`src/rtl/spi_master_param.sv`:
```
// rtl/spi_master_param.sv - parametrised SPI master with one-hot chip selects
// SCK is produced by a clk-enable half-period counter; all outputs are registered.
module spi_master_param #(
    parameter int DATA_W   = 8,
    parameter int NUM_CS   = 4,
    parameter int DIV_W    = 8,
    parameter int CSS_CYC  = 3,
    parameter int CSH_CYC  = 5,
    parameter int CS_SEL_W = (NUM_CS > 1) ? $clog2(NUM_CS) : 1
) (
    input  logic                clk_i,
    input  logic                rst_i,
    input  logic                start_i,
    input  logic                continued_i,
    input  logic [CS_SEL_W-1:0] cs_sel_i,
    input  logic [DIV_W-1:0]    clk_div_i,
    input  logic                cpol_i,
    input  logic                cpha_i,
    input  logic                lsb_first_i,
    input  logic [DATA_W-1:0]   tx_data_i,
    output logic [DATA_W-1:0]   rx_data_o,
    output logic                rx_valid_o,
    output logic                ready_o,
    output logic                sck_o,
    output logic [NUM_CS-1:0]   cs_n_o,
    output logic                mosi_o,
    input  logic                miso_i
);
    localparam int EDGES = 2 * DATA_W;
    localparam int EW    = $clog2(EDGES + 1);
    localparam int TMAX  = (CSS_CYC > CSH_CYC) ? CSS_CYC : CSH_CYC;
    localparam int TW    = $clog2(TMAX + 1);

    typedef enum logic [2:0] {IDLE, SETUP, SHIFT, HOLD, GAP} state_t;

    state_t              state_q, state_d;
    logic [DATA_W-1:0]   sr_q, sr_d, rx_data_q, rx_data_d;
    logic [DIV_W-1:0]    div_q, div_d, cnt_q, cnt_d;
    logic [EW-1:0]       edge_q, edge_d, edge_nxt;
    logic [TW-1:0]       tmr_q, tmr_d;
    logic [CS_SEL_W-1:0] sel_q, sel_d, held_q, held_d;
    logic                held_vld_q, held_vld_d, pend_q, pend_d;
    logic                cont_q, cont_d, cpha_q, cpha_d, lsb_q, lsb_d;
    logic                sck_q, sck_d, mosi_q, mosi_d, rx_valid_q, rx_valid_d, ready_q, ready_d;
    logic [NUM_CS-1:0]   cs_n_q, cs_n_d;
    logic                out_bit;
    logic [DATA_W-1:0]   sr_shift;

    function automatic logic [NUM_CS-1:0] sel_to_cs_n(input logic [CS_SEL_W-1:0] sel);
        logic [NUM_CS-1:0] r;
        for (int i = 0; i < NUM_CS; i++) r[i] = (int'(sel) != i);
        return r;
    endfunction

    // One register both shifts bits out and collects miso, so rx ends in transmit order.
    assign out_bit  = lsb_q ? sr_q[0] : sr_q[DATA_W-1];
    assign sr_shift = lsb_q ? {miso_i, sr_q[DATA_W-1:1]} : {sr_q[DATA_W-2:0], miso_i};
    assign edge_nxt = edge_q + 1'b1;

    always_comb begin
        state_d    = state_q;
        sr_d       = sr_q;
        rx_data_d  = rx_data_q;
        div_d      = div_q;
        cnt_d      = cnt_q;
        edge_d     = edge_q;
        tmr_d      = tmr_q;
        sel_d      = sel_q;
        held_d     = held_q;
        held_vld_d = held_vld_q;
        pend_d     = pend_q;
        cont_d     = cont_q;
        cpha_d     = cpha_q;
        lsb_d      = lsb_q;
        sck_d      = sck_q;
        mosi_d     = mosi_q;
        cs_n_d     = cs_n_q;
        rx_valid_d = 1'b0;
        case (state_q)
            IDLE: begin
                sck_d  = cpol_i;
                mosi_d = 1'b1;
                if (start_i) begin
                    sr_d   = tx_data_i;
                    div_d  = clk_div_i;
                    cont_d = continued_i;
                    cpha_d = cpha_i;
                    lsb_d  = lsb_first_i;
                    sel_d  = cs_sel_i;
                    if (!held_vld_q) begin
                        state_d = SETUP;
                        tmr_d   = TW'(CSS_CYC - 1);
                        cs_n_d  = sel_to_cs_n(cs_sel_i);
                    end else if (cs_sel_i == held_q) begin
                        state_d = SHIFT;
                        cnt_d   = clk_div_i;
                        edge_d  = '0;
                        if (!cpha_i) mosi_d = lsb_first_i ? tx_data_i[0] : tx_data_i[DATA_W-1];
                    end else begin
                        // Different slave while CS held: release the old one first.
                        state_d = HOLD;
                        tmr_d   = TW'(CSH_CYC - 1);
                        pend_d  = 1'b1;
                    end
                end
            end
            SETUP: begin
                if (tmr_q == '0) begin
                    state_d = SHIFT;
                    cnt_d   = div_q;
                    edge_d  = '0;
                    if (!cpha_q) mosi_d = out_bit;
                end else begin
                    tmr_d = tmr_q - 1'b1;
                end
            end
            SHIFT: begin
                if (edge_q == EW'(EDGES)) begin
                    rx_data_d  = sr_q;
                    rx_valid_d = 1'b1;
                    mosi_d     = 1'b1;
                    if (cont_q) begin
                        state_d    = IDLE;
                        held_vld_d = 1'b1;
                        held_d     = sel_q;
                    end else begin
                        state_d = HOLD;
                        tmr_d   = TW'(CSH_CYC - 1);
                    end
                end else if (cnt_q == '0) begin
                    cnt_d  = div_q;
                    sck_d  = ~sck_q;
                    edge_d = edge_nxt;
                    if (edge_nxt[0] ^ cpha_q) sr_d = sr_shift;
                    else if (edge_nxt != EW'(EDGES)) mosi_d = out_bit;
                end else begin
                    cnt_d = cnt_q - 1'b1;
                end
            end
            HOLD: begin
                if (tmr_q == '0) begin
                    state_d    = GAP;
                    cs_n_d     = '1;
                    held_vld_d = 1'b0;
                end else begin
                    tmr_d = tmr_q - 1'b1;
                end
            end
            GAP: begin
                if (pend_q) begin
                    state_d = SETUP;
                    pend_d  = 1'b0;
                    tmr_d   = TW'(CSS_CYC - 1);
                    cs_n_d  = sel_to_cs_n(sel_q);
                end else begin
                    state_d = IDLE;
                end
            end
            default: state_d = IDLE;
        endcase
        ready_d = (state_d == IDLE);
    end

    always_ff @(posedge clk_i or posedge rst_i) begin
        if (rst_i) begin
            state_q    <= IDLE;
            sr_q       <= '0;
            rx_data_q  <= '0;
            div_q      <= '0;
            cnt_q      <= '0;
            edge_q     <= '0;
            tmr_q      <= '0;
            sel_q      <= '0;
            held_q     <= '0;
            held_vld_q <= 1'b0;
            pend_q     <= 1'b0;
            cont_q     <= 1'b0;
            cpha_q     <= 1'b0;
            lsb_q      <= 1'b0;
            sck_q      <= 1'b0;
            mosi_q     <= 1'b1;
            cs_n_q     <= '1;
            rx_valid_q <= 1'b0;
            ready_q    <= 1'b0;
        end else begin
            state_q    <= state_d;
            sr_q       <= sr_d;
            rx_data_q  <= rx_data_d;
            div_q      <= div_d;
            cnt_q      <= cnt_d;
            edge_q     <= edge_d;
            tmr_q      <= tmr_d;
            sel_q      <= sel_d;
            held_q     <= held_d;
            held_vld_q <= held_vld_d;
            pend_q     <= pend_d;
            cont_q     <= cont_d;
            cpha_q     <= cpha_d;
            lsb_q      <= lsb_d;
            sck_q      <= sck_d;
            mosi_q     <= mosi_d;
            cs_n_q     <= cs_n_d;
            rx_valid_q <= rx_valid_d;
            ready_q    <= ready_d;
        end
    end

    assign rx_data_o  = rx_data_q;
    assign rx_valid_o = rx_valid_q;
    assign ready_o    = ready_q;
    assign sck_o      = sck_q;
    assign cs_n_o     = cs_n_q;
    assign mosi_o     = mosi_q;
endmodule
```
`config.mk`:
```
export PLATFORM = sky130hd
export DESIGN_NAME = spi_master_param
export DESIGN_NICKNAME = d
export VERILOG_FILES = /design/src/rtl/spi_master_param.sv
export SDC_FILE = /design/constraint.sdc
export NUM_CORES = 1
export LEC_CHECK = 0
export ABC_AREA = 1
export BUFFER_PORTS_ARGS = -buffer_cell sky130_fd_sc_hd__buf_2
export CORE_MARGIN = 2
export CORE_UTILIZATION = 40
export CTS_CLUSTER_SIZE = 8
export DETAILED_ROUTE_END_ITERATION = 6
export PLACE_DENSITY = 0.67
export SLEW_MARGIN = 20
export SYNTH_ARGS = -nofsm -noshare
export SYNTH_HDL_FRONTEND = slang
export SYNTH_SLANG_ARGS = --single-unit
```
`constraint.sdc`:
```
create_clock -name clk_i -period 2.46 [get_ports clk_i]
set_input_delay 0.123 -clock clk_i [delete_from_list [all_inputs] [get_ports clk_i]]
set_output_delay 0.123 -clock clk_i [all_outputs]
set_load 0.1 [all_outputs]
```
Word-level counts from Yosys, hierarchy flattened
Index checks and enable logic that the tools add are counted.

Flip-flop bits (word level): 60. Input port bits: 26. Output and inout bits: 16. Word-level logic and storage cells: 150.

$add $sub $neg: 3. Equal/unequal tests: 33. Muxes and demuxes: 68. Bitwise logic cells: 2. Reductions and logical operators: 25.

Operators with widths (count): 8-bit two-way mux (11); 2-bit inequality test (second input constant) (20); 3-bit two-way mux (11); 5-bit two-way mux (6); 1-bit two-way mux (24); 8-bit case mux with 3 select lines (1); 4-bit two-way mux (4); 8-bit case mux with 2 select lines (1); 3-bit case mux with 5 select lines (1); 5-bit case mux with 3 select lines (1); 7-bit AND reduction (2); 3-bit inequality test (second input constant) (4); 3-bit case mux with 4 select lines (1); 4-bit case mux with 3 select lines (1); 6-bit AND reduction (2); 5-bit AND reduction (2); 2-bit nonzero test (5); 3-bit zero test (3); 8-bit zero test (1); 4-bit AND reduction (2); 8-bit by 1-bit subtractor with 8-bit output (second input constant) (1); 3-bit by 2-bit == test with 1-bit output (second input constant) (2); 1-bit case mux with 2 select lines (3); 3-bit AND reduction (2); 16 further kinds (20).

Logic depth before layout (Yosys ltp)
Depth in word-level cells: 7. Mapped depth: 12.

Least setup slack after synthesis
OpenSTA, ideal clock, no wires.

Path type: register to register. From: reg tmr_q[0]. To: reg cnt_q[6]. Arrival time: 1.624 ns. Required time: 2.395 ns. Slack: 0.771 ns. Stages on the path, launching flop included: 13. Cell sequence: dfrtp_1 > inv_1 > ha_1 > ha_1 > inv_1 > a21oi_1 > nand2_1 > nor2_1 > nand3_2 > buf_6 > nor2_1 > nand2_1 > nand2_1.

Longest elaborated chain between the ends: 3.

RTL lines: from (decl) (RTL line 40) `logic [TW-1:0] tmr_q, tmr_d;`; from (signal assigned) (RTL line 192) `tmr_q <= tmr_d;`; 3-bit zero test (RTL line 108) `if (tmr_q == '0) begin`; 2-bit inequality test (no source line); 6-bit AND reduction (no source line); to (signal assigned) (RTL line 190) `cnt_q <= cnt_d;`; to (decl) (RTL line 38) `logic [DIV_W-1:0] div_q, div_d, cnt_q, cnt_d;`.

No other way between the ends. A chain may end at the register's enable or synchronous reset.

Final worst setup path
From: reg tmr_q[0]. To: reg cnt_q[1].

Same word-level chain as after synthesis.

==> out/results.tsv <==
metric	value	unit
status	complete, no violations	
clk buf depth	2	
DRC viols	0	
Mapped Area	3350	um2
Hold Path Cell Cnt	3	
total wire length	7610	um
critical path type	flip-flop to flip-flop	
Final Net Count	545	
setup total negative slack	0	ns
worst hold slack	0.0136	ns
grt total ovfl	0	
Starting Density	0.409	
htree depth	3	
CTS tree	yes	
most frequent cells in the layout	nand2_1, dfrtp_1, inv_1	
syn_nets	490	
die width	95.5	um
Worst setup EP type	flip-flop	
Worst Path Arrival	2.29	ns
Async SR Flop Fraction	1.00	
clk_lat worst skew	0.35	ns
DR pass1 iterations	4	
maxcap violations	0	
most common cell after layout, fill and taps aside	nand2_1	
vias per cell	4.87	
Startpoint Class	flip-flop	
first-pass GRT wire length	12900	um
WP data required	2.75	ns
synthesis-to-finish area growth	18.7	%
Seq/Total Area, Yosys	0.451	
Tmin final	2.00	ns
Pleak	2.09	nW
reg2reg setup slack	0.46	ns
Mapped Avg Cell Area	7.31	um2
largest net degree at the start of global routing	61	
Worst-Margin Slew	0.513	ns
chip height	95.5	um
Fin. Hold Viols	0	
Worst Hold End	div_q[7]	
RSZ-0062 raised after global routing	false	
GRT Resource Usage Total	0.184	
Ys Warns	0	
GPL Wtd Cong	0.831	
CTS clk-pin slew, worst paths	0.08	ns
class of the worst hold path	primary input to flip-flop	
RR Endpoint	cnt_q[1]	
diode count	0	
layout cell share with drive strength beyond 1	0.158	
Vias	3037	
fin crit share	0.814	
clock root cell	clkbuf_8	
Peak Freq	0.500	GHz
crit path max fanout	9	
DR iter-0 viols	136	
worst r2r path cells	12	
initial antenna violation count	0	
VDD IR max	0.000383	V
Wirelength per Cell	12.2	um
worst r2r src	tmr_q[0]	
# clock sinks	60	
Synth Register Bits	60	
Synth Instances	458	
Worst slew margin	0.656	
Worst Skew	0.0132	ns
die area	9110	um2
Antenna Nets Post-Route	0	
num rows	33	
top-level port count	42	
# setup viols final	0	
Slew Viols, Final	0	
number of global-route vias before repair	2826	
worst hold start	clk_div_i[7]	
Cell variety after synth	32	
hpwl dp	5490	um
Core Region	8180	um2
PortBufs	41	
cts bufs inserted	9	
Post-synth top flop	dfrtp_1	
Resize count post-CTS	0	
EDFF count, synth	0	
power per standard cell area	766	nW/um2
-- layout make-up --
cell class | instances | area [um2]
fill | 822 | 4200
clock buffer | 15 | 186
sequential | 60 | 1510
multi-input combinational | 335 | 1580
clock inverter | 1 | 30.0
timing repair buffer | 54 | 335
tap | 105 | 131
inverter | 53 | 199
-- worst max-delay path: stages, from the launching register on --
cell,delay [ns]
dfrtp_1,0.37
inv_1,0.07
ha_1,0.15
ha_1,0.21
inv_1,0.07
a21oi_1,0.18
nand2_1,0.09
nor2_1,0.18
nand3_2,0.19
buf_4,0.22
nor2_1,0.11
nand2_1,0.06
nand2_1,0.06
-- registers in the layout, indices dropped and copies added, names as in the netlist, 2 cells and up --
signal and cells:
held_q 2, cs_n_o 4, rx_data_o 8, div_q 8
sel_q 2, edge_q 5, sr_q 8, tmr_q 3
cnt_q 8, state_q 3
-- power breakdown --
group	switching [W]	leakage (nW)	internal [W]
registers	0.000134	0.773	0.00113
clock network	0.000390	0.110	0.000580
logic	0.000540	1.21	0.000267
-- per-stage QoR --
stage                     area, um2  cells  worst slack [ns]  utilization  total power, W
final                          3970    623             0.459        0.486         0.00304
after global routing           3970    623             0.306        0.486         0.00326
after CTS                      3970    623             0.460        0.486         0.00307
after detailed placement       3680    599             0.494        0.450         0.00208
after global placement         3680    599             0.570        0.450         0.00206
after floorplan                3350    458             0.771            -         0.00190
-- cells in the mapped netlist (2+ instances only) --
master / number / share of area
a21oi_1: 9 / 0.013
buf_2: 6 / 0.0090
clkbuf_1: 2 / 0.0022
dfrtp_1: 55 / 0.41
dfstp_2: 5 / 0.039
ha_1: 6 / 0.022
inv_1: 48 / 0.054
inv_2: 4 / 0.0045
mux2i_1: 7 / 0.021
nand2_1: 169 / 0.19
nand2_2: 2 / 0.0037
nand3_1: 27 / 0.040
nand3_2: 2 / 0.0060
nand4_1: 7 / 0.013
nor2_1: 36 / 0.040
nor2_2: 4 / 0.0075
nor2_4: 2 / 0.0067
nor3_1: 3 / 0.0045
nor3b_1: 2 / 0.0045
o21ai_0: 34 / 0.051
o21ai_1: 15 / 0.022
xnor2_1: 3 / 0.0079
-- worst max path at each step --
stage / endpoint / from / depth (start not counted) / slack (ns)
after detailed placement: cnt_q[1] / tmr_q[0] / 12 / 0.49
after floorplan: cnt_q[6] / tmr_q[0] / 12 / 0.77
after CTS: cnt_q[1] / tmr_q[0] / 12 / 0.46
final: cnt_q[1] / tmr_q[0] / 12 / 0.46
after global routing: cnt_q[2] / tmr_q[0] / 12 / 0.31
after global placement: cnt_q[3] / tmr_q[0] / 12 / 0.57
-- metal layers --
layer  share of wire  GRT usage  vias up
met5               0          0        -
met4           0.021     0.0750        0
met3           0.049     0.0443       12
met2            0.46      0.289       60
met1            0.47      0.244     1396
li1                -          -     1569
-- kinds of logic (layout without fill, tap and decap cells) --
logic type      after synthesis  count (layout)  share of synthesized area
simple gates                256             256                      0.322
compound gates               63              63                      0.100
buf+inv                      63             123                     0.0763
flops                        60              60                      0.451
mux                           7               7                     0.0209
fa+ha+maj                     6               6                     0.0224
xor+xnor                      3               3                    0.00785
-- timing repair --
item / 4_1_cts / 5_1_grt
setup buffers: 0 / 0
hold buffers: 8 / 0
endpoints found under the hold margin: 62 / 0
endpoints found under the setup margin: 0 / 0
Power figures use the tool's default switching activity.
